## src/rtl/pipe_reg_chain.sv

```systemverilog
// DEPTH-deep chain of enabled pipeline registers with per-stage valid bits,
// a common stall/flush, and a registered count of in-flight valid entries.
module pipe_reg_chain #(
   parameter int               WIDTH        = 32,
   parameter int               DEPTH        = 1,
   parameter logic [WIDTH-1:0] FLUSH_VALUE  = '0,
   parameter bit               GATE_INVALID = 1'b0
) (
   input  logic                       clk,
   input  logic                       reset,
   input  logic [WIDTH-1:0]           dataIn,
   input  logic                       validIn,
   input  logic                       control,
   input  logic                       flush,
   output logic [WIDTH-1:0]           dataOut,
   output logic                       validOut,
   output logic [$clog2(DEPTH+1)-1:0] occupancy
);
   localparam int OCC_W = $clog2(DEPTH + 1);

   generate
      if (DEPTH < 1 || DEPTH > 16) begin : g_bad_depth
         $error("pipe_reg_chain: DEPTH must be in the range 1..16");
      end
   endgenerate

   // Gated bubbles store FLUSH_VALUE so an undriven dataIn never enters the chain.
   function automatic logic [WIDTH-1:0] capture_data(input logic             vin,
                                                     input logic [WIDTH-1:0] din);
      if (GATE_INVALID && !vin) begin
         return FLUSH_VALUE;
      end
      return din;
   endfunction

   // Subtract the departing entry first: occ >= vout always holds, so no wrap.
   function automatic logic [OCC_W-1:0] next_occ(input logic [OCC_W-1:0] occ,
                                                 input logic             vin,
                                                 input logic             vout);
      return occ - OCC_W'(vout) + OCC_W'(vin);
   endfunction

   logic [WIDTH-1:0] data_q  [DEPTH];
   logic [WIDTH-1:0] data_d  [DEPTH];
   logic [DEPTH-1:0] valid_q;
   logic [DEPTH-1:0] valid_d;
   logic [OCC_W-1:0] occ_q;
   logic [OCC_W-1:0] occ_d;

   always_comb begin
      data_d  = data_q;
      valid_d = valid_q;
      occ_d   = occ_q;
      if (flush) begin
         for (int k = 0; k < DEPTH; k++) begin
            data_d[k] = FLUSH_VALUE;
         end
         valid_d = '0;
         occ_d   = '0;
      end else if (control) begin
         data_d[0]  = capture_data(validIn, dataIn);
         valid_d[0] = validIn;
         for (int k = 1; k < DEPTH; k++) begin
            data_d[k]  = data_q[k-1];
            valid_d[k] = valid_q[k-1];
         end
         occ_d = next_occ(occ_q, validIn, valid_q[DEPTH-1]);
      end
   end

   always_ff @(posedge clk) begin
      if (reset) begin
         for (int k = 0; k < DEPTH; k++) begin
            data_q[k] <= FLUSH_VALUE;
         end
         valid_q <= '0;
         occ_q   <= '0;
      end else begin
         data_q  <= data_d;
         valid_q <= valid_d;
         occ_q   <= occ_d;
      end
   end

   assign dataOut   = data_q[DEPTH-1];
   assign validOut  = valid_q[DEPTH-1];
   assign occupancy = occ_q;

endmodule

```

## config.mk

```make
export PLATFORM = sky130hd
export DESIGN_NAME = pipe_reg_chain
export DESIGN_NICKNAME = d
export VERILOG_FILES = /design/src/rtl/pipe_reg_chain.sv
export SDC_FILE = /design/constraint.sdc
export NUM_CORES = 1
export LEC_CHECK = 0
export ABC_CLOCK_PERIOD_IN_PS = 1100
export BUFFER_PORTS_ARGS = -buffer_cell sky130_fd_sc_hd__buf_2
export CAP_MARGIN = 40
export CORE_MARGIN = 10
export CORE_UTILIZATION = 42
export CTS_CLUSTER_SIZE = 40
export DETAILED_ROUTE_END_ITERATION = 8
export PLACE_DENSITY = 0.74
export SLEW_MARGIN = 40
export SYNTH_ARGS = -nofsm -noshare
export SYNTH_HDL_FRONTEND = slang
export SYNTH_SLANG_ARGS = --single-unit
```

## constraint.sdc

```tcl
create_clock -name clk -period 1.1 [get_ports clk]
set_clock_uncertainty 0.1 [all_clocks]
set_input_delay 0.11 -clock clk [delete_from_list [all_inputs] [get_ports clk]]
set_output_delay 0.11 -clock clk [all_outputs]
set_load 0.01 [all_outputs]
```

After elaboration in Yosys (flattened, before gate mapping) --
Index checks and enable logic that the tools add are counted.
Word-level totals: logic and storage cells 6, input bits 37, flip-flop bits (word level) 34, memories 0, ROM bits 0, memory bits (writable) 0, bits in latches 0, output and inout bits 34
Operators by class: bitwise gates (word level) 0, add/subtract/negate cells 2, reduce and logical (&&, ||, !) cells 1, mux-type cells 0, shifts and indexed selects 0, $lt $le $gt $ge 0, divide/modulo/power cells 0, eq/ne operators 0, multiply operators 0
Operators by type and width (number):
- 2-bit OR reduction | 1
- 1-bit adder | 1
- 1-bit subtractor | 1

Longest topological paths before layout --
word-level depth 2, gate-level depth with buffers 4, mapped depth without buffers 3

Least setup slack after synthesis --
No wires, ideal clock.
path kind register to register, from register valid_q, in the netlist validOut, to register occ_q, in the netlist occupancy, data required time 942 ps, clock period less this slack 995 ps, library setup time 58 ps, slack 105 ps, arrival 836 ps, path buffers 0, cell stages (with the launch flop) 4, path through dfxtp_1 xor2_1 a211o_1 nand2_1
On the way: longest elaborated chain between the ends 2
Ends and longest elaborated chain:
- from (decl) | line 45 | logic [DEPTH-1:0] valid_q;
- from (signal assigned) | line 80 | valid_q <= valid_d;
- 1-bit subtractor | line 40 | return occ - OCC_W'(vout) + OCC_W'(vin);
- 1-bit adder | line 40
- to (signal assigned) | line 77 | occ_q <= '0;
- to (signal assigned) | line 81 | occ_q <= occ_d;
- to (decl) | line 47 | logic [OCC_W-1:0] occ_q;
No other way between the ends. A chain may end at the register's enable or synchronous reset.

Worst setup path in the final report --
from input port validIn, to register occ_q, in the netlist occupancy
On the way: longest elaborated chain between the ends 1
Ends and longest elaborated chain:
- from (decl) | line 12 | input logic validIn,
- 1-bit adder | line 40
No other way between the ends.

==> metrics.yaml <==
ys_seq_elements: 34
m1WireLength_um: 1395
first_pass_iters: 2
cp-start-kind: "primary input"
r2r_start: "validOut"
numCtsBuffers: 5
crit_path_start: "validIn"
hp-class: "in2reg"
synth_nets: 152
cp_max_fo: 2
fin_crit_sh: 1.007
fin_cells: 255
grt_max_degree: 19
finalSetupViolCount: 1
maxCapViolations: 0
syn_inst: 115
num-nets-final: 260
place_area_sq_um: 1620
layout_min_cycle_time_ns: 1.108
r2r_slack_ns: 0.09
p_leak_nw: 1.075
yosysWarningCount: 0
numPortBuffers: 70
die_area_sq_um: 5480
netlist_area_sq_um: 1226
irDropWorstVdd_mv: 1.173
rsz0062_at_grt: "yes"
grt-ovfl-total: 0
route.met2.wl_um: 1965
drt-wirelength-per-cell_um: 15.18
synth_cell_types: 12
met3_length_um: 466
combPwrFrac: 0.158
max_freq_ghz: 0.9027
dpl.cell_count: 212
power_w: 0.002511
num_vias: 1160
die_height_um: 74.03
syn_to_final_growth_pct: 67.35
pwr-share-clk: 0.327
layout.filler_cells: 214
grt_pass1_vias: 1344
powerDensity_nw_per_um2: 1224
diodes: 0
timing.final.ws_setup_ns: -0.007746
p_seq_frac: 0.515
relSlewSlack: 0.8847
drv_slew: 0
worstSkewPairLatency_ns: 0.32
netlist_top_cells_area: "dfxtp_1 (56%), mux2i_1 (27%), nor2_1 (10%), buf_4 (2.4%), buf_2 (1.6%)"
die_w_um: 74.03
clkTransAtPathRegs_ns: 0.09
yosysTopAreaCell: "dfxtp_1"
antenna_found_initial: 0
hold_violations: 0
worstMarginPinSlew_ns: 0.1681
end_kind: "flop"
routabilityCongestion: 0.6592
seq_area_frac_synth: 0.5551
finalInstanceArea_sq_um: 2052
netSwitchingPower_w: 0.0005679
timing.rr.end: "occupancy"
core_sq_um: 2781
htree_levels: 2
ctsLongestPathBuffers: 2
hpwl_um: 2552
routed.top_layer: "met4"
arrival_ns: 1.27
drtIter0Drc: 44
drive_above_1_share: 0.3750
rr_worst_depth: 3
start_util: 0.4408
required_ns: 1.27
io_pins: 71
postRouteAntennaNets: 0
wl_um: 3871
cts_tree: "yes"
grt_pass1_wl_um: 6292
status: "finished, violations left"
grt_usage: 0.1465
violations: "negative setup slack"
rows: 19
post_cts_buffers: 0
crit_type: "in2reg"
clock_sinks: 34
ctsRootBufferMaster: "clkbuf_4"
endpoint: "occupancy"
via_per_inst: 4.549
p_sw_frac: 0.2262
drcViolationCount: 0
syn_area_per_cell_sq_um: 10.66
p_int_w: 0.001943
yosysTopAreaCellShare: 0.5551
[cell type report]
type                    count  area (sq um)  area share
repair buffers            109         755.7      0.3683
flip-flops and latches     34         683.2      0.3329
multi-input cells          72         491.7      0.2396
clock buffers               8         78.83     0.03841
well taps                  31         38.79     0.01890
inverters                   1         3.754    0.001829
[metal layers]
layer,vias to the layer above,GRT usage
li1,595,-
met1,508,0.1406
met2,50,0.2585
met3,7,0.08112
met4,0,0.05176
met5,-,0
[per-stage QoR]
stage	setup TNS (ns)	hold slack [ns]	util	worst slack (ns)
after global placement	0	0.2427	0.5825	0.1455
after detailed placement	0	0.2539	0.5825	0.1077
after global routing	-0.03054	0.1228	0.7377	-0.03054
after CTS	0	0.07227	0.7368	0.02825
after floorplan	0	0.1572	-	0.1052
final	-0.007746	0.1246	0.7377	-0.007746
[synth_stat cells (all sizes together)]
master and instances:
or2 1, nand3 1, nor3 1, mux2i 33
buf 8, dfxtp 34, a211o 1, nand2 1
inv 1, xor2 1, nor2 33
[worst max-delay path, cell delays in order]
cell and delay [ns]:
dlygate4sd3_1 0.54, buf_2 0.14, xor2_1 0.15, a211o_1 0.27, nand2_1 0.07
[state kept, by name (all words and copies together), names as in the netlist]
name / flops
dataOut: 32
validOut: 1
occupancy: 1
[power by group through the flow]
stage | logic [W] | clock network [W] | registers, W
2_1_floorplan | 0.000140 | 0 | 0.00134
3_3_place_gp | 0.000287 | 0 | 0.00132
3_5_place_dp | 0.000299 | 0 | 0.00132
4_1_cts | 0.000394 | 0.000844 | 0.00129
5_1_grt | 0.000435 | 0.000896 | 0.00130
6_report | 0.000397 | 0.000821 | 0.00129
[how the worst min path moves through the flow]
stage          depth (start not counted)          end  slack [ns]  startpoint
2_1_floorplan                          2  dataOut[27]        0.16  dataIn[27]
3_3_place_gp                           3  dataOut[20]        0.24  dataIn[20]
3_5_place_dp                           3  dataOut[20]        0.25  dataIn[20]
4_1_cts                                4    occupancy        0.07       reset
5_1_grt                                4    occupancy        0.12       reset
6_report                               4    occupancy        0.12       reset
[logic make-up (layout without fill, tap and decap cells)]
family,Yosys count,after routing,share of synthesized area
simple gates,37,37,0.1173
flops,34,34,0.5551
mux,33,33,0.2694
buf+inv,9,118,0.04388
compound gates,1,1,0.007144
xor+xnor,1,1,0.007144
[cell usage in the layout (no fill, tap or decap)]
| master | count |
|---|---|
| buf_2 | 70 |
| dfxtp_1 | 32 |
| nand2_1 | 1 |
| nand3_1 | 1 |
| buf_12 | 2 |
| clkbuf_4 | 5 |
| mux2i_1 | 33 |
| nor2_1 | 33 |
| buf_4 | 2 |
| a211o_1 | 1 |
| nor3_1 | 1 |
| inv_1 | 1 |
| xor2_1 | 1 |
| dfxtp_2 | 2 |
| clkbuf_8 | 3 |
| dlygate4sd3_1 | 35 |
| or2_1 | 1 |
[timing repair]
action / CTS / global route
endpoints found under the hold margin: 34 / 0
resized for setup: 0 / 2
hold buffers: 35 / 0
setup endpoints to repair: 0 / 3
Power figures use the tool's default switching activity.
